File: config.mk
export PLATFORM = sky130hd
export DESIGN_NAME = irq_timer_ctrl
export DESIGN_NICKNAME = d
export VERILOG_FILES = /design/src/rtl/irq_pkg.sv /design/src/rtl/irq_timer_ch.sv /design/src/rtl/irq_timer_ctrl.sv
export SDC_FILE = /design/constraint.sdc
export NUM_CORES = 1
export LEC_CHECK = 0
export BUFFER_PORTS_ARGS = -buffer_cell sky130_fd_sc_hd__buf_2
export CAP_MARGIN = 5
export CELL_PAD_IN_SITES_DETAIL_PLACEMENT = 1
export CELL_PAD_IN_SITES_GLOBAL_PLACEMENT = 1
export CORE_MARGIN = 2
export CORE_UTILIZATION = 40
export DETAILED_ROUTE_END_ITERATION = 16
export PLACE_DENSITY = 0.66
export SYNTH_ARGS = -nofsm -noshare
export SYNTH_HDL_FRONTEND = slang
export SYNTH_SLANG_ARGS = --single-unit
File: constraint.sdc
create_clock -name clk -period 2.4 [get_ports clk]
set_input_delay 0.12 -clock clk [delete_from_list [all_inputs] [get_ports clk]]
set_output_delay 0.12 -clock clk [all_outputs]
set_load 0.005 [all_outputs]
File: src/rtl/irq_pkg.sv
// rtl/irq_pkg.sv - shared constants, cause mapping and config address decode for irq_timer_ctrl
package irq_pkg;

  localparam int CAUSE_NONE = 0;

  typedef enum logic [1:0] {
    CFG_CMP    = 2'd0,
    CFG_MASK   = 2'd1,
    CFG_IGNORE = 2'd2
  } cfg_sel_e;

  // Source index to cause code; cause 0 is reserved for "nothing pending"
  function automatic int cause_of(input int src_index);
    return src_index + 1;
  endfunction

  // Addresses below n_timers hit a compare register, n_timers hits the mask, above is dropped
  function automatic cfg_sel_e cfg_decode(input int addr, input int n_timers);
    if (addr < n_timers) return CFG_CMP;
    else if (addr == n_timers) return CFG_MASK;
    else return CFG_IGNORE;
  endfunction

endpackage

File: src/rtl/irq_timer_ch.sv
// rtl/irq_timer_ch.sv - one compare timer channel: counter, compare register and match pulse
module irq_timer_ch #(
  parameter int TIMER_W = 16
) (
  input  logic               clk,
  input  logic               rst,
  input  logic               en,
  input  logic               cmp_wr,
  input  logic [TIMER_W-1:0] cmp_data,
  output logic               ovf
);

  logic [TIMER_W-1:0] count;
  logic [TIMER_W-1:0] cmp;

  // Compare register; a write lands at this edge so the new value is used from the next edge
  always_ff @(posedge clk or posedge rst) begin
    if (rst) cmp <= '1;
    else if (cmp_wr) cmp <= cmp_data;
  end

  // Free-running counter; a cmp below count lets it wrap through all-ones silently before matching
  always_ff @(posedge clk or posedge rst) begin
    if (rst) begin
      count <= '0;
      ovf   <= 1'b0;
    end else if (en) begin
      if (count == cmp) begin
        count <= '0;
        ovf   <= 1'b1;
      end else begin
        count <= count + 1'b1;
        ovf   <= 1'b0;
      end
    end else begin
      ovf <= 1'b0;
    end
  end

endmodule

File: src/rtl/irq_timer_ctrl.sv
// rtl/irq_timer_ctrl.sv - timers + edge-detected external lines, sticky pending/mask, priority cause encode; optional IRQ_EXT_SYNC_EN
module irq_timer_ctrl
  import irq_pkg::*;
#(
  parameter int N_TIMERS = 2,
  parameter int TIMER_W  = 16,
  parameter int N_EXT    = 2,
  parameter int CAUSE_W  = 4
) (
  input  logic                            clk,
  input  logic                            rst,
  input  logic [N_TIMERS-1:0]             timer_en,
  input  logic [N_EXT-1:0]                ext_inter,
  input  logic                            cfg_wr,
  input  logic [$clog2(N_TIMERS+1)-1:0]   cfg_addr,
  input  logic [31:0]                     cfg_data,
  input  logic                            irq_ack,
  output logic                            irq_valid,
  output logic [CAUSE_W-1:0]              interrupt,
  output logic [N_TIMERS-1:0]             timer_ovf
);

  localparam int N_SRC = N_TIMERS + N_EXT;
  localparam int AW    = $clog2(N_TIMERS + 1);

  cfg_sel_e         cfg_sel;
  logic [N_EXT-1:0] ext_in;
  logic [N_EXT-1:0] ext_hist;
  logic [N_EXT-1:0] ext_edge;
  logic [N_SRC-1:0] pending;
  logic [N_SRC-1:0] mask;
  logic [N_SRC-1:0] active;
  logic [N_SRC-1:0] set_bits;
  logic [N_SRC-1:0] clr_bits;
  logic             unused_cfg_bits;

  assign unused_cfg_bits = ^cfg_data;

  // Classify the configuration address once for all register writes
  always_comb begin
    cfg_sel = cfg_decode(int'(cfg_addr), N_TIMERS);
  end

  genvar i;
  generate
    for (i = 0; i < N_TIMERS; i++) begin : g_timer
      irq_timer_ch #(.TIMER_W(TIMER_W)) u_ch (
        .clk      (clk),
        .rst      (rst),
        .en       (timer_en[i]),
        .cmp_wr   (cfg_wr && (cfg_sel == CFG_CMP) && (cfg_addr == AW'(i))),
        .cmp_data (cfg_data[TIMER_W-1:0]),
        .ovf      (timer_ovf[i])
      );
    end
  endgenerate

`ifdef IRQ_EXT_SYNC_EN
  logic [N_EXT-1:0] sync_q1;
  logic [N_EXT-1:0] sync_q2;

  // Two-flop synchroniser for asynchronous external lines
  always_ff @(posedge clk or posedge rst) begin
    if (rst) begin
      sync_q1 <= '0;
      sync_q2 <= '0;
    end else begin
      sync_q1 <= ext_inter;
      sync_q2 <= sync_q1;
    end
  end
  assign ext_in = sync_q2;
`else
  assign ext_in = ext_inter;
`endif

  // History resets low so a line already high at reset release counts as one edge
  always_ff @(posedge clk or posedge rst) begin
    if (rst) ext_hist <= '0;
    else ext_hist <= ext_in;
  end

  assign ext_edge = ext_in & ~ext_hist;
  assign set_bits = {ext_edge, timer_ovf};
  assign active   = pending & mask;

  // Mask register; writes never touch pending
  always_ff @(posedge clk or posedge rst) begin
    if (rst) mask <= '1;
    else if (cfg_wr && (cfg_sel == CFG_MASK)) mask <= cfg_data[N_SRC-1:0];
  end

  // Lowest enabled pending index wins, so scan downward and let later hits override
  always_comb begin
    irq_valid = |active;
    interrupt = CAUSE_W'(CAUSE_NONE);
    for (int s = N_SRC - 1; s >= 0; s--) begin
      if (active[s]) interrupt = CAUSE_W'(cause_of(s));
    end
  end

  // Ack clears only the presented source, and only while something is presented
  always_comb begin
    clr_bits = '0;
    for (int s = 0; s < N_SRC; s++) begin
      if (irq_ack && irq_valid && (interrupt == CAUSE_W'(cause_of(s)))) clr_bits[s] = 1'b1;
    end
  end

  // Sticky pending; a set on the same edge as a clear keeps the bit
  always_ff @(posedge clk or posedge rst) begin
    if (rst) pending <= '0;
    else pending <= (pending & ~clr_bits) | set_bits;
  end

endmodule

Yosys cells after proc, flatten, opt, wreduce, memory -nomap -nowiden
Index checks and enable logic that the tools add are counted.
Storage, ports and cells
  memory bits (writable): 0
  latch bits: 0
  memories: 0
  flip-flop bits (word level): 76
  output and inout port bits: 7
  logic and storage cells: 55
  bits in read-only memories: 0
Cells by class
  shift operators: 0
  equal/unequal tests: 9
  bitwise logic cells: 6
  multipliers: 0
  div/mod/pow operators: 0
  add/subtract/negate cells: 2
  muxes and demuxes: 16
  reductions and logical operators: 12
  magnitude comparators: 1
Operator list (number)
  $add 16x1->16 const B: 2
  $eq 16x16->1: 2
  $mux 16: 2
  $mux 4: 3
  $logic_and 1x1->1: 9
  $and 4x4->4: 2
  $eq 4x2->1 const B: 2
  $mux 1: 8
  $eq 2x1->1 const B: 2
  $eq 4x1->1 const B: 1
  $eq 4x3->1 const B: 1
  $logic_not 2->1: 2
  $mux 2: 2
  $not 4->4: 1
  $or 4x4->4: 1
  $reduce_or 4->1: 1
  $mux 3: 1
  $and 2x2->2: 1
  $eq 2x2->1 const B: 1
  $lt 2x2->1 const B: 1
  $not 2->2: 1

Longest topological paths before layout
  depth after elaboration: 11
  depth in mapped cells: 6
  mapped depth without buffers: 5

Hierarchy
A second synthesis with hierarchy kept.
Second synthesis, totals
  cell total of the unflattened synthesis: 322
  area, all modules: 3781.1 sq um
Modules (own cells, without submodules)
  irq_timer_ch: instances 2, sequential area each 845.8 sq um, cells each 141, area an instance 1654.1 sq um
  irq_timer_ctrl: instances 1, sequential area each 255.2 sq um, cells each 40, area an instance 473.0 sq um

Worst setup path before layout
OpenSTA, ideal clock, no wires.
  path type: reg-to-reg
  start: reg g_timer[1].u_ch.cmp[10]
  end: reg g_timer[1].u_ch.count[10]
  stages on the path, launching flop included: 6
  setup time: 0.137 ns
  period minus slack after synthesis: 1.628 ns
  data required time: 2.263 ns
  arrival time: 1.491 ns
  path slack: 0.772 ns
  path through: dfstp_2 -> xnor2_1 -> nand4_1 -> nor4_4 -> buf_4 -> a21oi_1
Between the ends
  word-level cells in the longest chain between the ends: 2
Ends and longest elaborated chain
  from (decl): line irq_timer_ch.sv:14  | logic [TIMER_W-1:0] cmp;
  from (signal assigned): line irq_timer_ch.sv:19  | else if (cmp_wr) cmp <= cmp_data;
  $eq 16x16->1: line irq_timer_ch.sv:28  | if (count == cmp) begin
  $mux 16: line irq_timer_ch.sv:28
  to (signal assigned): line irq_timer_ch.sv:32  | count <= count + 1'b1;
  to (decl): line irq_timer_ch.sv:13  | logic [TIMER_W-1:0] count;
Every way passes these cells.
A chain may end at the register's enable or synchronous reset.

Worst setup path after layout
  start: reg g_timer[0].u_ch.count[5]
  end: reg g_timer[0].u_ch.count[4]
Between the ends
  word-level cells in the longest chain between the ends: 2
Ends and longest elaborated chain (line)
  from (decl): irq_timer_ch.sv:13
  from (signal assigned): irq_timer_ch.sv:32
  $eq 16x16->1: irq_timer_ch.sv:28
  $mux 16: irq_timer_ch.sv:28
Every way passes these cells.

==> results.json <==
{
  "status": "completed",
  "first_global_vias": 2792,
  "busiest_layer": "met2",
  "nets": 402,
  "post-place-cells": 473,
  "fin_worst_skew_ps": 7.23,
  "powerDensity_nw_per_um2": 857,
  "area_delta_synth_final_pct": 13.6,
  "fin_crit_sh": 0.747,
  "fillers": 991,
  "p_int_uw": 2590,
  "antenna_found_initial": 0,
  "drtIter0Drc": 72,
  "synthTopCellsByArea": "dfrtp_1 (26%), dfstp_2 (25%), mux2_2 (11%), xnor2_1 (8.7%), xor2_1 (3.7%)",
  "rows": 35,
  "num_vias": 2557,
  "cp_top_family": "simple AND/OR/NAND/NOR gates",
  "total_power_uw": 3710,
  "critPathLaunchType": "register",
  "place_congestion": 0.746,
  "synth_top_area_frac": 0.263,
  "cp_slowest_cell": "dfrtp_1",
  "reg2reg_slack_ps": 610,
  "routed_wl_um": 8220,
  "crit_arrival_ps": 2020,
  "crit_required_ps": 2620,
  "r2r-start": "g_timer[0].u_ch.count[5]",
  "r2r_cells": 5,
  "final_hold_viol_count": 0,
  "peakVddDrop_v": 0.000384,
  "synth_area_um2": 3800,
  "synth_ff_type": "dfrtp_1",
  "yosys-top-cells-count": "dfrtp_1 (40), xnor2_1 (38), dfstp_2 (36), mux2_2 (36), a21oi_1 (26)",
  "overflow": 0,
  "p_seq_frac": 0.506,
  "htreeDepth": 3,
  "tns_ps": 0,
  "fin_util": 0.468,
  "die_x_um": 102,
  "max_freq_mhz": 558,
  "pin_count": 49,
  "yosys.cell_types.count": 44,
  "core_um2": 9240,
  "met2_usage": 0.274,
  "ys_seq_elements": 76,
  "drt-pass1-iter-count": 4,
  "grt_max_degree": 77,
  "viasPerCell": 5.20,
  "swShare": 0.302,
  "ant_nets": 0,
  "setup_violations": 0,
  "critPathLaunch": "g_timer[0].u_ch.count[5]",
  "crit_cells": 5,
  "critPathCaptureType": "register",
  "use_met1": 0.248,
  "r2r-end": "g_timer[0].u_ch.count[4]",
  "io_buffers": 31,
  "endpoint": "g_timer[0].u_ch.count[4]",
  "grt_first_pass_wirelength_um": 13900,
  "p_sw_uw": 1120,
  "path_buf_inv": 1,
  "num_antenna_cells": 0,
  "finalMaxSlewViolations": 0,
  "relSlewSlack": 0.463,
  "fp.dieH_um": 102,
  "yosysMostFrequentCell": "dfrtp_1",
  "fin_cells": 492,
  "crit_type": "reg2reg",
  "dp_hpwl_um": 5960,
  "fin_crit_ps": 1790,
  "numCtsBuffers": 9,
  "rsz0062_at_grt": "no",
  "post_drt_wl_per_cell_um": 16.7,
  "ys_warn_count": 0,
  "avgSynthCellArea_um2": 11.8,
  "root_buffer": "clkbuf_8",
  "start_util": 0.412,
  "yosysSeqAreaShare": 0.512,
  "grt_use_total": 0.174,
  "path_clk_slew_ps": 80,
  "clock_power_share": 0.295,
  "slowest_delay_ps": 450,
  "dieArea_um2": 10300,
  "netlist_instances": 323,
  "clk_latency_ps": 340,
  "synth-edff-count": 0,
  "post_cts_resized": 0,
  "synth_top_area_cell": "dfrtp_1",
  "clockBufferDepth": 2,
  "worst_pin_slew_ps": 802,
  "path_cells": "xnor2_1, nand3_1, nor3_2, buf_4, a21oi_1",
  "path_max_fanout": 11,
  "cap_violations": 0,
  "cts_tree": "done",
  "min_path_type": "in2reg",
  "p_leak_uw": 0.00178,
  "met3_usage": 0.0290,
  "clock_sinks": 76,
  "drive_above_1_share": 0.375,
  "synth_fp_nets": 367,
  "power_frac_comb": 0.199,
  "ys_async_sr_fraction": 1.00,
  "route.detailed.drc": 0
}
[metrics by stage]
stage                     setup slack, ps  hold slack, ps  instance area [µm²]
after floorplan                       401             151                 3800
after global placement                651             240                 4070
after detailed placement              643             244                 4070
after CTS                             580            25.9                 4320
after global routing                  458            19.6                 4320
final                                 608            31.1                 4320
[cells in the final DEF (no fill, tap or decap), drive strengths merged, types with 2 or more instances in the layout]
| master | n |
|---|---|
| and4 | 5 |
| nand2b | 3 |
| buf | 37 |
| nand3b | 2 |
| xnor2 | 38 |
| a21o | 2 |
| nand2 | 21 |
| a21oi | 26 |
| mux2 | 36 |
| and2 | 2 |
| nor4 | 4 |
| or4 | 2 |
| dlygate4sd3 | 3 |
| clkbuf | 10 |
| dfrtp | 40 |
| and3 | 4 |
| dfstp | 36 |
| o21ai | 7 |
| nor2 | 2 |
| o31ai | 2 |
| nor3 | 5 |
| or3 | 3 |
| nand4 | 19 |
| clkinvlp | 3 |
| nand3 | 13 |
| bufinv | 2 |
| ha | 2 |
| a22oi | 6 |
| xor2 | 16 |
| inv | 5 |
[sequential cells by signal (all words and copies together) (netlist names)]
signal and flops:
mask 4, pending 4, ext_hist 2, g_timer.u_ch.cmp 32, g_timer.u_ch.ovf 2, g_timer.u_ch.count 32
[worst register-to-register path: stages (launching register included)]
cell and delay [ps]:
dfrtp_1 450, xnor2_1 280, nand3_1 130, nor3_2 450, buf_4 270, a21oi_1 90
[logic make-up (layout without fill, tap and decap cells)]
kind of cell / Yosys count / count (layout) / share of synthesized area
muxes: 37 / 37 / 0.109
xor gates and xnor gates: 54 / 54 / 0.124
DFF: 76 / 76 / 0.512
and+or+nand+nor: 87 / 87 / 0.145
buffers and inverters: 21 / 61 / 0.0339
AOI/OAI and AO/OA: 45 / 45 / 0.0681
adders and majority gates: 2 / 2 / 0.00658
other: 1 / 1 / 0.000986
[power groups by stage]
stage | registers, µW | logic [µW] | clock network (µW)
finish | 1880 | 738 | 1090
global route | 1910 | 825 | 1180
CTS | 1880 | 751 | 1120
detailed placement | 1900 | 740 | 0
global placement | 1890 | 705 | 0
floorplan | 1790 | 611 | 0
[routing by layer]
metal	vias to the layer above	wire length (µm)	part of all wire
li1	1217	-	-
met1	1296	4060	0.49
met2	36	3860	0.47
met3	8	224	0.027
met4	0	77	0.0094
met5	-	0	0
[layout make-up]
class,count,area [µm²],area share
inverter,5,18.8,0.00434
tap,129,161,0.0373
clock inverter,6,87.6,0.0203
multi-input combinational,226,1730,0.400
clock buffer,10,138,0.0318
timing repair buffer,40,243,0.0561
sequential,76,1950,0.450
[how the worst min path moves through the flow]
| stage | from | endpoint | slack (ps) | depth (start not counted) |
|---|---|---|---|---|
| after global routing | cfg_data[14] | g_timer[1].u_ch.cmp[14] | 20 | 2 |
| after global placement | rst | g_timer[1].u_ch.count[13] | 240 | 3 |
| after detailed placement | rst | g_timer[1].u_ch.count[13] | 240 | 3 |
| after CTS | cfg_data[14] | g_timer[1].u_ch.cmp[14] | 30 | 2 |
| final | cfg_data[14] | g_timer[0].u_ch.cmp[14] | 30 | 2 |
| after floorplan | ext_inter[0] | ext_hist[0] | 150 | 0 |
[repair_timing]
item / CTS / global route
hold endpoints to repair: 42 / 0
hold buffers: 3 / 0
setup endpoints to repair: 0 / 0
setup buffers: 0 / 0
No activity file was read; power rests on OpenSTA's default activity.
